## config.mk

```make
export PLATFORM = sky130hd
export DESIGN_NAME = anode_controller
export DESIGN_NICKNAME = d
export VERILOG_FILES = /design/src/rtl/anode_controller.sv
export SDC_FILE = /design/constraint.sdc
export NUM_CORES = 1
export LEC_CHECK = 0
export BUFFER_PORTS_ARGS = -buffer_cell sky130_fd_sc_hd__buf_2
export CELL_PAD_IN_SITES_DETAIL_PLACEMENT = 1
export CELL_PAD_IN_SITES_GLOBAL_PLACEMENT = 1
export CORE_ASPECT_RATIO = 0.5
export CORE_MARGIN = 2
export CORE_UTILIZATION = 35
export CTS_CLUSTER_DIAMETER = 30
export DETAILED_ROUTE_END_ITERATION = 16
export PLACE_DENSITY_LB_ADDON = 0.1
export SLEW_MARGIN = 10
export SYNTH_ARGS = -nofsm -noshare
export SYNTH_HDL_FRONTEND = slang
export SYNTH_SLANG_ARGS = --single-unit
```

## constraint.sdc

```tcl
create_clock -name clk -period 3.2 [get_ports clk]
set_clock_uncertainty 0.1 [all_clocks]
set_input_delay 0.16 -clock clk [delete_from_list [all_inputs] [get_ports clk]]
set_output_delay 0.16 -clock clk [all_outputs]
set_load 0.01 [all_outputs]
```

## src/rtl/anode_controller.sv

```systemverilog
// anode_controller: time-multiplexed 8-digit seven-segment scanner.
// Ports: clk, reset (sync, active-high), sel[2:0] (time/words/blink),
//   display_min_D1/D0, display_sec_D1/D0, display_words_3..0 (7-bit,
//   active-low segment patterns), AN[7:0] anodes, DP, display[6:0]
//   (all registered, active-low).
module anode_controller #(
    parameter int REFRESH_DIV = 100000,
    parameter int BLINK_TICKS = 500
) (
    input  logic       clk,
    input  logic       reset,
    input  logic [2:0] sel,
    input  logic [6:0] display_min_D1,
    input  logic [6:0] display_min_D0,
    input  logic [6:0] display_sec_D1,
    input  logic [6:0] display_sec_D0,
    input  logic [6:0] display_words_3,
    input  logic [6:0] display_words_2,
    input  logic [6:0] display_words_1,
    input  logic [6:0] display_words_0,
    output logic [7:0] AN,
    output logic       DP,
    output logic [6:0] display
);

    // A divide-by-one still needs a 1-bit counter that sits at zero.
    localparam int PW = (REFRESH_DIV > 1) ? $clog2(REFRESH_DIV) : 1;
    localparam int BW = (BLINK_TICKS > 1) ? $clog2(BLINK_TICKS) : 1;

    localparam logic [PW-1:0] PRE_MAX = PW'(REFRESH_DIV - 1);
    localparam logic [BW-1:0] BLK_MAX = BW'(BLINK_TICKS - 1);

    logic [PW-1:0] pre;
    logic [2:0]    idx;
    logic [BW-1:0] bcnt;
    logic          phase;

    logic          tick;
    logic          blink_wrap;
    logic          field_en;
    logic          digit_on;
    logic [6:0]    pattern;
    logic [7:0]    an_next;
    logic [6:0]    disp_next;
    logic          dp_next;

    always_comb begin
        tick       = (pre == PRE_MAX);
        blink_wrap = tick && (bcnt == BLK_MAX);

        // Upper four indices are the text field, lower four the clock.
        field_en = idx[2] ? sel[1] : sel[0];
        digit_on = field_en && (!sel[2] || phase);

        pattern = 7'h7F;
        unique case (idx)
            3'd7: pattern = display_words_3;
            3'd6: pattern = display_words_2;
            3'd5: pattern = display_words_1;
            3'd4: pattern = display_words_0;
            3'd3: pattern = display_min_D1;
            3'd2: pattern = display_min_D0;
            3'd1: pattern = display_sec_D1;
            3'd0: pattern = display_sec_D0;
        endcase

        an_next   = 8'hFF;
        disp_next = 7'h7F;
        dp_next   = 1'b1;
        if (digit_on) begin
            an_next   = ~(8'd1 << idx);
            disp_next = pattern;
            // Separator dot sits after the minutes-ones digit.
            dp_next   = (idx != 3'd2);
        end
    end

    always_ff @(posedge clk) begin
        if (reset) begin
            pre     <= '0;
            idx     <= 3'd0;
            bcnt    <= '0;
            phase   <= 1'b1;
            AN      <= 8'hFF;
            display <= 7'h7F;
            DP      <= 1'b1;
        end else begin
            pre <= tick ? '0 : pre + 1'b1;
            if (tick) begin
                idx <= idx + 3'd1;
                if (blink_wrap) begin
                    bcnt  <= '0;
                    phase <= ~phase;
                end else begin
                    bcnt <= bcnt + 1'b1;
                end
            end
            AN      <= an_next;
            display <= disp_next;
            DP      <= dp_next;
        end
    end

endmodule

```

==> results.md <==
GRT:
- The first global-routing pass estimated 10,700 um of wire.
- The global route total overflow is 0.
- The most heavily used metal layer in global routing is met2.
- The global-route usage over all layers is 19.1%.
- The number of antenna violations at the first check in global routing is 0.
- The global-route track usage on met1 is 23.5%.
- The number of global-route vias before repair is 2,182.
- For this run, global-route usage on met3 was measured as 5.92%.
- The routing usage on met2 is 33.1%.
- Entering global routing, the biggest net connects 27 pins.

Synthesis:
- Of the post-synthesis cell area, the part taken by muxes is 2.83%.
- Of the total synthesized cell area, the portion taken by XOR and XNOR cells is 5.04%.
- The share of synthesized flip-flops with an asynchronous set or reset is 0%.
- The gate count of the mapped netlist is 261.
- The number of warning messages in the yosys log is 0.
- In the synthesized netlist the dominant register cell turns out to be dfxtp_1.
- By area, the combinational part of the netlist is dominated by simple AND/OR/NAND/NOR gates.
- By area the synthesized netlist is led by dfxtp_1 40%, ha_1 4.4%, xnor2_1 4.3%.
- The netlist area before placement is 2260 sq um.
- The net count after synthesis is 330.
- The cell accounting for the most synthesized area is dfxtp_1.
- The fraction of the mapped netlist area in simple logic gates is 26.0%.
- The number of distinct standard cells referenced by the synthesized netlist is 48.
- The fraction of the mapped netlist area in adder cells is 4.43%.
- The post-synthesis average cell area is 8.65 sq um.
- The complex-gate fraction of the synthesized area is 16.9%.
- For this run, the register share of the synthesized area comes to 39.9%.
- The number of synthesized flops with an enable pin is 0.
- The share of the synthesized area in the top cell type is 39.9%.
- After synthesis the netlist holds a flip-flop and latch count of 45.

Routing:
- Wires add up to 6490 um.
- The total number of vias is 2,196.
- The count of nets left with antenna violations after detail routing is 0.
- The count of TritonRoute iterations in the first routing pass is 4.
- The post-route DRC violation count is 0.
- In this run, the number of DRC markers left after iteration 0 of detailed routing was 145.
- In the routed layout, each cell is associated on average with a via count of 5.23.
- The wire length per cell is 15.5 um.

Layout:
- The multi-input combinational cells in the finished layout cover a total of 1250 sq um.
- The register area is 901 sq um.
- Leaving out filler cells and counting taps, the final layout contains 420.
- Leaving out fill and tap cells, the most frequent cells in the layout are 76 x buf_2, 45 x dfxtp_1, 23 x nand2_1, 23 x nor2_1, 16 x nand3_1.
- The number of inserted diodes is 0.
- The leading cell type in the layout, fill and taps excluded is buf_2.
- For this run, the post-layout net count is 401.
- Relative to the synthesized area, the layout overhead comes to 26.5%.
- The filler cells instantiated in the layout total 785.
- The fraction of layout instances using a drive strength above 1 is 28.9%.

Timing:
- The max-slew violation total from the final report is 0.
- The aggregate negative setup slack is 0 ps.
- The number of failing hold endpoints at the final stage came to 0.
- The transition time at the pin with the least slew margin is 613 ps.
- The final critical path time including I/O delays and setup is 2030 ps.
- Setup repair after global routing left no endpoint under its margin.
- Setup violations remaining at the end of the flow were counted as 0.
- For this run, the top clock speed supported by timing is 494 MHz.
- In the finished design, the share of the clock period the worst path needs comes to 63.3%.
- The worst-case headroom to the max-slew limit is 59.1%.

Floorplan:
- In this run the standard cell core region covers 6160 sq um.
- The die is 60.8 um tall.
- The floorplan step defined a die boundary enclosing 7150 sq um.
- The standard-cell row count is 20.
- The die outline width is 118 um.
- The effective utilization at floorplan is 36.7%.
- 77 I/O pins were placed.

Setup path:
- The critical path class is reg2reg.
- The element type at the critical path end is a register.
- The critical-path maximum fanout is 17.
- At the worst endpoint, the arrival time is 2090 ps.
- For the worst setup path, the data required time is 3260 ps.
- In this run the worst setup path begins at idx[0].
- The worst register-to-register path begins at idx[0].
- The critical path startpoint category is a register.

Clocking:
- In this run, post-CTS hold repair placed 0 buffers.
- The clock sink total is 45.
- The total CTS buffers is 5.
- In this run, post-CTS repair resized a total of 0 instances.
- The count of H-tree levels built during CTS is 2.
- CTS placed an instance of clkbuf_16 at the clock tree root.
- The clock latency at the later pin of the worst-skew pair is 290 ps.
- The TritonCTS clock tree is yes.
- The number of buffers between clock root and the deepest sink is 2.
- Once the clock tree was built, the setup fixing pass inserted 0 buffers.
- The post-CTS clock slew at the launch and capture registers of the worst setup and hold paths is 60 ps.

Run status:
- The flow ran to the end, and the final reports show no timing, DRC or antenna violations.

Power and ir drop:
- IR analysis of the VDD net gives a maximum drop of 0.204 mV.
- The cell leakage power is 1.09 nW.
- In this run the power density over the cells is 409 nW/um^2.
- Total power for the finished layout comes to 0.00117 W.

Run:
- The number of max-cap violations is 0.

Worst hold path:
- The type of the tightest min-delay check is in2reg.
- The startpoint identified for the worst hold timing path is display_words_3[1].

Place:
- The total of buffers placed on input and output ports is 76.
- The cell count after placement is 413.
- Detailed placement finished with a half-perimeter wire length of 4740 um.
- Routability-driven placement finished with a final weighted congestion of 0.815.
kinds of logic after synthesis:
| logic type | count (synthesis) |
|---|---|
| adder cells (fa/ha/maj) | 8 |
| multiplexers | 6 |
| AND/OR/NAND/NOR | 109 |
| XOR/XNOR | 13 |
| buffers and inverters | 27 |
| AO/OA/AOI/OAI | 53 |
| flip-flops | 45 |
worst paths after layout:
path | endpoint | slack [ps] | cells past startpoint
hold / removal | display[1] | 20 | 3
hold reg to reg | pre[0] | 370 | 1
setup / recovery | display[0] | 1170 | 7
setup reg to reg | display[0] | 1170 | 7
metal layers:
metal	routed length [um]	vias to the layer above
li1	-	1098
met1	2960	1034
met2	3040	57
met3	420	7
met4	69	0
met5	0	-
report_power, final:
group	total, W	internal [W]	switching [W]
Clock	0.000515	0.000307	0.000208
Combinational	0.0000797	0.0000436	0.0000360
Sequential	0.000573	0.000568	0.00000505
Total	0.00117	0.000918	0.000249
cell usage after synthesis (all sizes together) (4+ instances only):
cell type and number:
a21oi 8, a221oi 8, a222oi 5, a22oi 6
and3 4, buf 4, clkbuf 13, dfxtp 45
ha 8, inv 9, nand2 23, nand2b 5
nand3 17, nand4 6, nor2 23, nor2b 6
nor3 4, nor4 6, o21ai 11, o31ai 4
or4 5, xnor2 11
state kept, by name, summed over array words and instances, names as in the netlist:
name and flops:
AN 7, DP 1, bcnt 9, display 7, idx 3, phase 1, pre 17
critical path, stage by stage (launching register included):
cell	delay (ps)
dfxtp_1	330
inv_1	120
ha_1	560
nor4_1	140
buf_4	190
a22oi_1	160
o2111ai_1	130
o21bai_1	170
through the flow:
step | area [sq um] | setup slack [ps] | utilization, % | hold slack (ps)
after global routing | 2860 | 1030 | 46.4 | 31.7
after detailed placement | 2710 | 1220 | 44.1 | 319
after global placement | 2710 | 1280 | 44.1 | 311
after floorplan | 2260 | 982 | - | 206
final | 2860 | 1170 | 46.4 | 22.2
after CTS | 2860 | 1190 | 46.4 | 18.4
cell type report:
class | instances | area share [%]
Inverter | 10 | 1.31
Timing Repair Buffer | 81 | 14.6
Multi-Input combinational cell | 189 | 43.6
Clock buffer | 7 | 5.00
Sequential cell | 45 | 31.6
Tap cell | 88 | 3.86
Power figures use the tool's default switching activity.
